===== config.mk =====
export PLATFORM = sky130hd
export DESIGN_NAME = l1_mmu_arbiter
export DESIGN_NICKNAME = d
export VERILOG_FILES = /design/src/rtl/l1_mmu_arbiter.sv
export SDC_FILE = /design/constraint.sdc
export NUM_CORES = 1
export LEC_CHECK = 0
export ABC_AREA = 1
export BUFFER_PORTS_ARGS = -buffer_cell sky130_fd_sc_hd__buf_2
export CAP_MARGIN = 20
export CORE_AREA = 2 2 533 535
export DETAILED_ROUTE_END_ITERATION = 16
export DIE_AREA = 0 0 535 537
export GPL_ROUTABILITY_DRIVEN = 0
export HOLD_SLACK_MARGIN = 0.08
export RECOVER_POWER = 100
export SLEW_MARGIN = 20
export SYNTH_ARGS = -nofsm -noshare
export SYNTH_HDL_FRONTEND = slang
export SYNTH_SLANG_ARGS = --single-unit

===== constraint.sdc =====
create_clock -name sys_clk -period 2.6 [get_ports sys_clk]
set_input_delay 0.13 -clock sys_clk [delete_from_list [all_inputs] [get_ports sys_clk]]
set_output_delay 0.13 -clock sys_clk [all_outputs]
set_load 0.005 [all_outputs]

===== src/rtl/l1_mmu_arbiter.sv =====
// l1_mmu_arbiter: shares the single l1mmu line port between the L1I and L1D
// clients. One transaction is in flight at a time. Every mmu_* request and
// client done/data output is a register.
// Optional build macro ARB_ROUND_ROBIN_EN: when defined, simultaneous
// requests alternate between the clients. When undefined, L1I has fixed
// priority.
module l1_mmu_arbiter (
    input  logic         sys_clk,
    input  logic         rst,
    input  logic         ic_req_read,
    input  logic [31:0]  ic_req_addr,
    output logic         ic_done,
    output logic [255:0] ic_read_data,
    input  logic         dc_req_read,
    input  logic         dc_req_write,
    input  logic [31:0]  dc_req_addr,
    input  logic [255:0] dc_write_data,
    output logic         dc_done,
    output logic [255:0] dc_read_data,
    output logic         mmu_req_read,
    output logic         mmu_req_write,
    output logic [31:0]  mmu_req_addr,
    output logic [255:0] mmu_write_data,
    input  logic         mmu_done,
    input  logic [255:0] mmu_read_data
);

`ifdef ARB_ROUND_ROBIN_EN
    localparam bit ROUND_ROBIN = 1'b1;
`else
    localparam bit ROUND_ROBIN = 1'b0;
`endif

    typedef enum logic [1:0] {IDLE, SERVE_IC, SERVE_DC, RESP} state_t;
    typedef enum logic {GRANT_IC, GRANT_DC} client_t;

    state_t  state;
    client_t last_grant;
    logic    ic_pending;
    logic    dc_pending;
    logic    pick_ic;

    // Arbitration decision, used only when the FSM is in IDLE.
    // In fixed priority mode, last_grant is tracked but never consulted.
    always_comb begin
        ic_pending = ic_req_read;
        dc_pending = dc_req_read | dc_req_write;
        pick_ic    = ic_pending && (!dc_pending || !ROUND_ROBIN || last_grant == GRANT_DC);
    end

    // Transaction FSM. It grants a client, holds the mmu request, and returns
    // the line with a one-cycle done pulse.
    always_ff @(posedge sys_clk) begin
        if (rst) begin
            state          <= IDLE;
            last_grant     <= GRANT_DC;
            mmu_req_read   <= 1'b0;
            mmu_req_write  <= 1'b0;
            mmu_req_addr   <= '0;
            mmu_write_data <= '0;
            ic_done        <= 1'b0;
            dc_done        <= 1'b0;
            ic_read_data   <= '0;
            dc_read_data   <= '0;
        end else begin
            ic_done <= 1'b0;
            dc_done <= 1'b0;
            case (state)
                IDLE: begin
                    if (ic_pending || dc_pending) begin
                        if (pick_ic) begin
                            state          <= SERVE_IC;
                            last_grant     <= GRANT_IC;
                            mmu_req_read   <= 1'b1;
                            mmu_req_write  <= 1'b0;
                            mmu_req_addr   <= ic_req_addr;
                            mmu_write_data <= '0;
                        end else begin
                            state          <= SERVE_DC;
                            last_grant     <= GRANT_DC;
                            // A write-back wins over a read that is raised at the same time.
                            mmu_req_read   <= dc_req_read & ~dc_req_write;
                            mmu_req_write  <= dc_req_write;
                            mmu_req_addr   <= dc_req_addr;
                            mmu_write_data <= dc_write_data;
                        end
                    end
                end
                SERVE_IC: begin
                    if (mmu_done) begin
                        state         <= RESP;
                        mmu_req_read  <= 1'b0;
                        mmu_req_write <= 1'b0;
                        ic_read_data  <= mmu_read_data;
                        ic_done       <= 1'b1;
                    end
                end
                SERVE_DC: begin
                    if (mmu_done) begin
                        state         <= RESP;
                        mmu_req_read  <= 1'b0;
                        mmu_req_write <= 1'b0;
                        dc_read_data  <= mmu_read_data;
                        dc_done       <= 1'b1;
                    end
                end
                RESP: begin
                    state <= IDLE;
                end
                default: begin
                    state <= IDLE;
                end
            endcase
        end
    end

endmodule

# Yosys cells after proc, flatten, opt, wreduce, memory -nomap -nowiden
# Index checks and enable logic that the tools add are counted.
[totals]
register_bits = 806
inputBits = 582
wordCells = 44
[op_classes]
n_eq_ne = 5
muxes = 14
bitwise = 5
n_reduce_logical = 11
[op_table]
columns = ["operator", "n"]
rows = [
  ["2-to-1 mux 256 bit", 1],
  ["2-to-1 mux 32 bit", 1],
  ["AND reduction 2 bit", 4],
  ["2-to-1 mux 1 bit", 6],
  ["2-to-1 mux 2 bit", 3],
  ["case mux 2 bit (3 select lines)", 1],
  ["OR reduction 2 bit", 3],
  ["equality test 2 bit, second input constant", 2],
  ["case mux 1 bit (2 select lines)", 2],
  ["inverter 1 bit", 3],
  ["AND reduction 3 bit", 1],
  ["equality test 2 x 1 -> 1 bit, second input constant", 1],
  ["logical NOT 2 bit", 1],
  ["inequality test 2 x 1 -> 1 bit, second input constant", 1],
  ["inequality test 2 bit, second input constant", 1],
  ["nonzero test 2 bit", 1],
  ["bitwise AND 1 bit", 1],
  ["logical OR 1 bit", 1],
  ["bitwise OR 1 bit", 1],
]

# Depth between registers and ports, before layout
[logic_depth]
ltp_word = 5
mapped_depth = 8
mapped_depth_nobuf = 7

# Worst setup path after synthesis
# No wires, ideal clock.
[synth_timing]
path_type = "reg-to-reg"
startpoint = "register state[0]"
endpoint = "register dc_read_data[100]"
setup_ns = 0.064
arrival_ns = 1.410
t_required_ns = 2.536
slack_ns = 1.125
path_stages_with_launch = 8
cell_sequence = "dfxtp_1 > inv_1 > ha_1 > nand2_1 > clkbuf_1 > clkbuf_1 > o21ai_0 > nor2_1"
[synth_between]
elab_chain_len = 2
[synth_lines]
columns = ["item", "line_no", "source"]
rows = [
  ["start: declaration", "37", "state_t state;"],
  ["start signal: assignment", "55", "state <= IDLE;"],
  ["start signal: assignment", "72", "state <= SERVE_IC;"],
  ["start signal: assignment", "79", "state <= SERVE_DC;"],
  ["equality test 2 bit", "68", "case (state)"],
  ["AND reduction 2 bit (no line)", "-", ""],
  ["end signal: assignment", "103", "dc_read_data <= mmu_read_data;"],
  ["end: declaration", "19", "output logic [255:0] dc_read_data,"],
]
# Every way passes these cells.
# A chain may end at the register's enable or synchronous reset.

# Worst setup path in the final report
[layout_timing]
startpoint = "register state[0]"
endpoint = "register mmu_write_data[132]"
[layout_between]
elab_chain_len = 2
[layout_lines]
columns = ["item", "line_no", "source"]
rows = [
  ["logical NOT 2 bit", "68", ""],
  ["AND reduction 2 bit (no line)", "-", ""],
  ["end signal: assignment", "85", "mmu_write_data <= dc_write_data;"],
  ["end: declaration", "23", "output logic [255:0] mmu_write_data,"],
]
# Every way passes these cells.

==> impl_metrics.toml <==
[status]
status = "finished clean"

[die]
fp.dieH_microns = 537
core_sq_um = 281300
die_w_microns = 535
fp.dieArea_sq_um = 287300
initial_core_util_pct = 10.10
fp-row-count = 195
ioPinCount = 1386

[clock_tree]
clkLatencyLatePin_ps = 810
cts_root_buf = "clkbuf_16"
tritoncts = "built"
cts_sinks = 806
cts_buffer_depth = 4
clkTransAtPathRegs_ps = 60
htree_num_levels = 3
cts_buffers = 103

[worst_setup_path]
arrival_ps = 3260
crit_path_start_kind = "register"
reg2reg_slack_ps = 90
cp_max_fo = 36
cp_data_required_time_ps = 3360
worstSetupPathType = "reg -> reg"
end_kind = "register"

[sta]
setup_viol = 0
timing.final.crit_share_pct = 96.44
clock_skew_ps = 69.68
setup_tns_ps = 0
max_freq_mhz = 398.8
timing_hold_violations_final = 0
slew_headroom_pct = 33.20
worst_slew_pin_slew_ps = 1002
layout_min_cycle_time_ps = 2507
drv_slew = 0
finalWorstSetupSlack_ps = 92.51

[placed_design]
pre_cts_ws_ps = 479.9
portBuffers = 1385
place_area_sq_um = 39950
dp_hpwl_mm = 211.5

[global_routing]
grt_pass1_wl_mm = 320.5
antenna_found_initial = 217
grt_pass1_vias = 32760
gr-total-overflow = 0
grt_max_degree = 107
grt_use_total_pct = 16.87

[final_layout]
final.fill_count = 32040
final_area_sq_um = 49950
synthToLayoutAreaGrowth_pct = 75.72
multiInputGateArea_sq_um = 10940
final_nets = 6245
final-seq-area_sq_um = 16140
drive_above_1_share_pct = 17.27

[routing]
wl_mm = 256.3
routedWlPerCell_microns = 26.79
drc = 0
via_per_inst = 3.673
drt_iter0_drc = 2818
ant_nets = 0
firstDrtPassIters = 7
vias = 35150

[yosys]
syn_area_per_cell_sq_um = 7.783
synth_nets = 4239
ys_warn_count = 0
synth_top_area_cell = "dfxtp_1"
ys_top_cells_by_area = "dfxtp_1, nor2_1, o21ai_0"
synth.distinct_cells = 19
synth_seq_cells = 806
synthCells = 3652
synth_top_area_share_pct = 56.77
seq_area_frac_synth_pct = 56.77
syn_area_sq_um = 28420

[worst_hold_path]
min_path_type = "in -> reg"

[power_and_ir_drop]
total_power_uw = 44810
max-vdd-ir-drop_uv = 540.7
p_per_area_nw_per_um2 = 897.1
leakagePower_uw = 0.01904

[run]
cap_violations = 0
[Yosys cell counts]
cell,n
a21boi_1,1
a21oi_1,259
buf_1,22
buf_2,57
buf_4,29
buf_6,4
clkbuf_1,188
clkinv_1,1
dfxtp_1,806
ha_1,5
inv_1,12
nand2_1,365
nand2_2,1
nand3_1,260
nand3b_1,1
nand4_1,1
nor2_1,1093
nor2_4,1
o21ai_0,546
[layer usage]
metal  track usage, %  vias up  part of all wire, %
met5           0.8882        -                 0.42
met4            9.282      144                  6.6
met3            10.52      656                   15
met2            24.66     2025                   41
met1            18.60    16250                   37
li1                 -    16070                    -
[final timing paths]
path                                                       from                               end  cells past startpoint
worst max register to register            state[0]$_SDFFE_PP0P_  mmu_write_data[132]$_SDFFE_PP0P_                      8
worst max-delay path                      state[0]$_SDFFE_PP0P_  mmu_write_data[132]$_SDFFE_PP0P_                      8
worst min register to register  mmu_write_data[20]$_SDFFE_PP0P_   mmu_write_data[20]$_SDFFE_PP0P_                      2
worst min-delay path                            dc_req_addr[22]     mmu_req_addr[22]$_SDFFE_PP0P_                      5
[cells in the final DEF, fill, tap and decap left out, types with 14 or more instances in the layout]
| master | netlist | final |
|---|---|---|
| nand2_1 | 365 | 363 |
| clkbuf_8 | 0 | 19 |
| clkbuf_1 | 188 | 683 |
| clkbuf_16 | 0 | 105 |
| clkinv_2 | 0 | 14 |
| o21ai_0 | 546 | 545 |
| buf_2 | 57 | 717 |
| nand3_1 | 260 | 260 |
| buf_12 | 0 | 29 |
| buf_4 | 29 | 56 |
| diode_2 | 0 | 89 |
| dfxtp_1 | 806 | 806 |
| nor2_1 | 1093 | 1093 |
| a21oi_1 | 259 | 259 |
| dlygate4sd3_1 | 0 | 721 |
[state kept, by name (all words and copies together), names as in the netlist]
name	cells
dc_read_data	256
ic_read_data	256
mmu_write_data	256
mmu_req_addr	32
state	2
dc_done	1
ic_done	1
mmu_req_read	1
mmu_req_write	1
[logic make-up after synthesis]
group,synth area share [%]
fa+ha+maj,0.2201
buf+inv,4.873
simple gates,23.94
compound gates,14.20
flops,56.77
[critical path: stages, from the launching register on]
cell	delay, ps
dfxtp_1	340
inv_1	120
ha_2	270
a21boi_4	320
clkbuf_16	310
buf_12	230
nand3_1	80
a21oi_1	130
dlygate4sd3_1	560
[cell type report]
class | instances | area share [%]
sequential | 806 | 32.31
timing repair buffer | 2201 | 28.94
multi-input combinational | 2533 | 21.91
tap | 3743 | 9.376
clock buffer | 139 | 5.854
clock inverter | 45 | 0.9920
antenna | 89 | 0.4459
inverter | 13 | 0.1754
[repair_timing]
action / in CTS / in global routing
endpoints found under the setup margin: 0 / 5
buffers inserted: 0 / 1
hold buffers: 721 / 0
endpoints found under the hold margin: 804 / 0
resized for setup: 0 / 6
[per-stage QoR]
step	utilization, %	std cells	hold WS, ps
2_1_floorplan	-	3652	290.2
3_3_place_gp	14.20	8573	392.4
3_5_place_dp	14.20	8573	393.6
4_1_cts	17.98	9478	80.02
5_1_grt	17.72	9527	108.2
6_report	17.75	9569	139.1
[where the power goes]
part / switching, uW / internal [uW]
Sequential: 1220 / 14600
Clock: 6280 / 8600
Combinational: 9560 / 4540
Power figures use the tool's default switching activity.
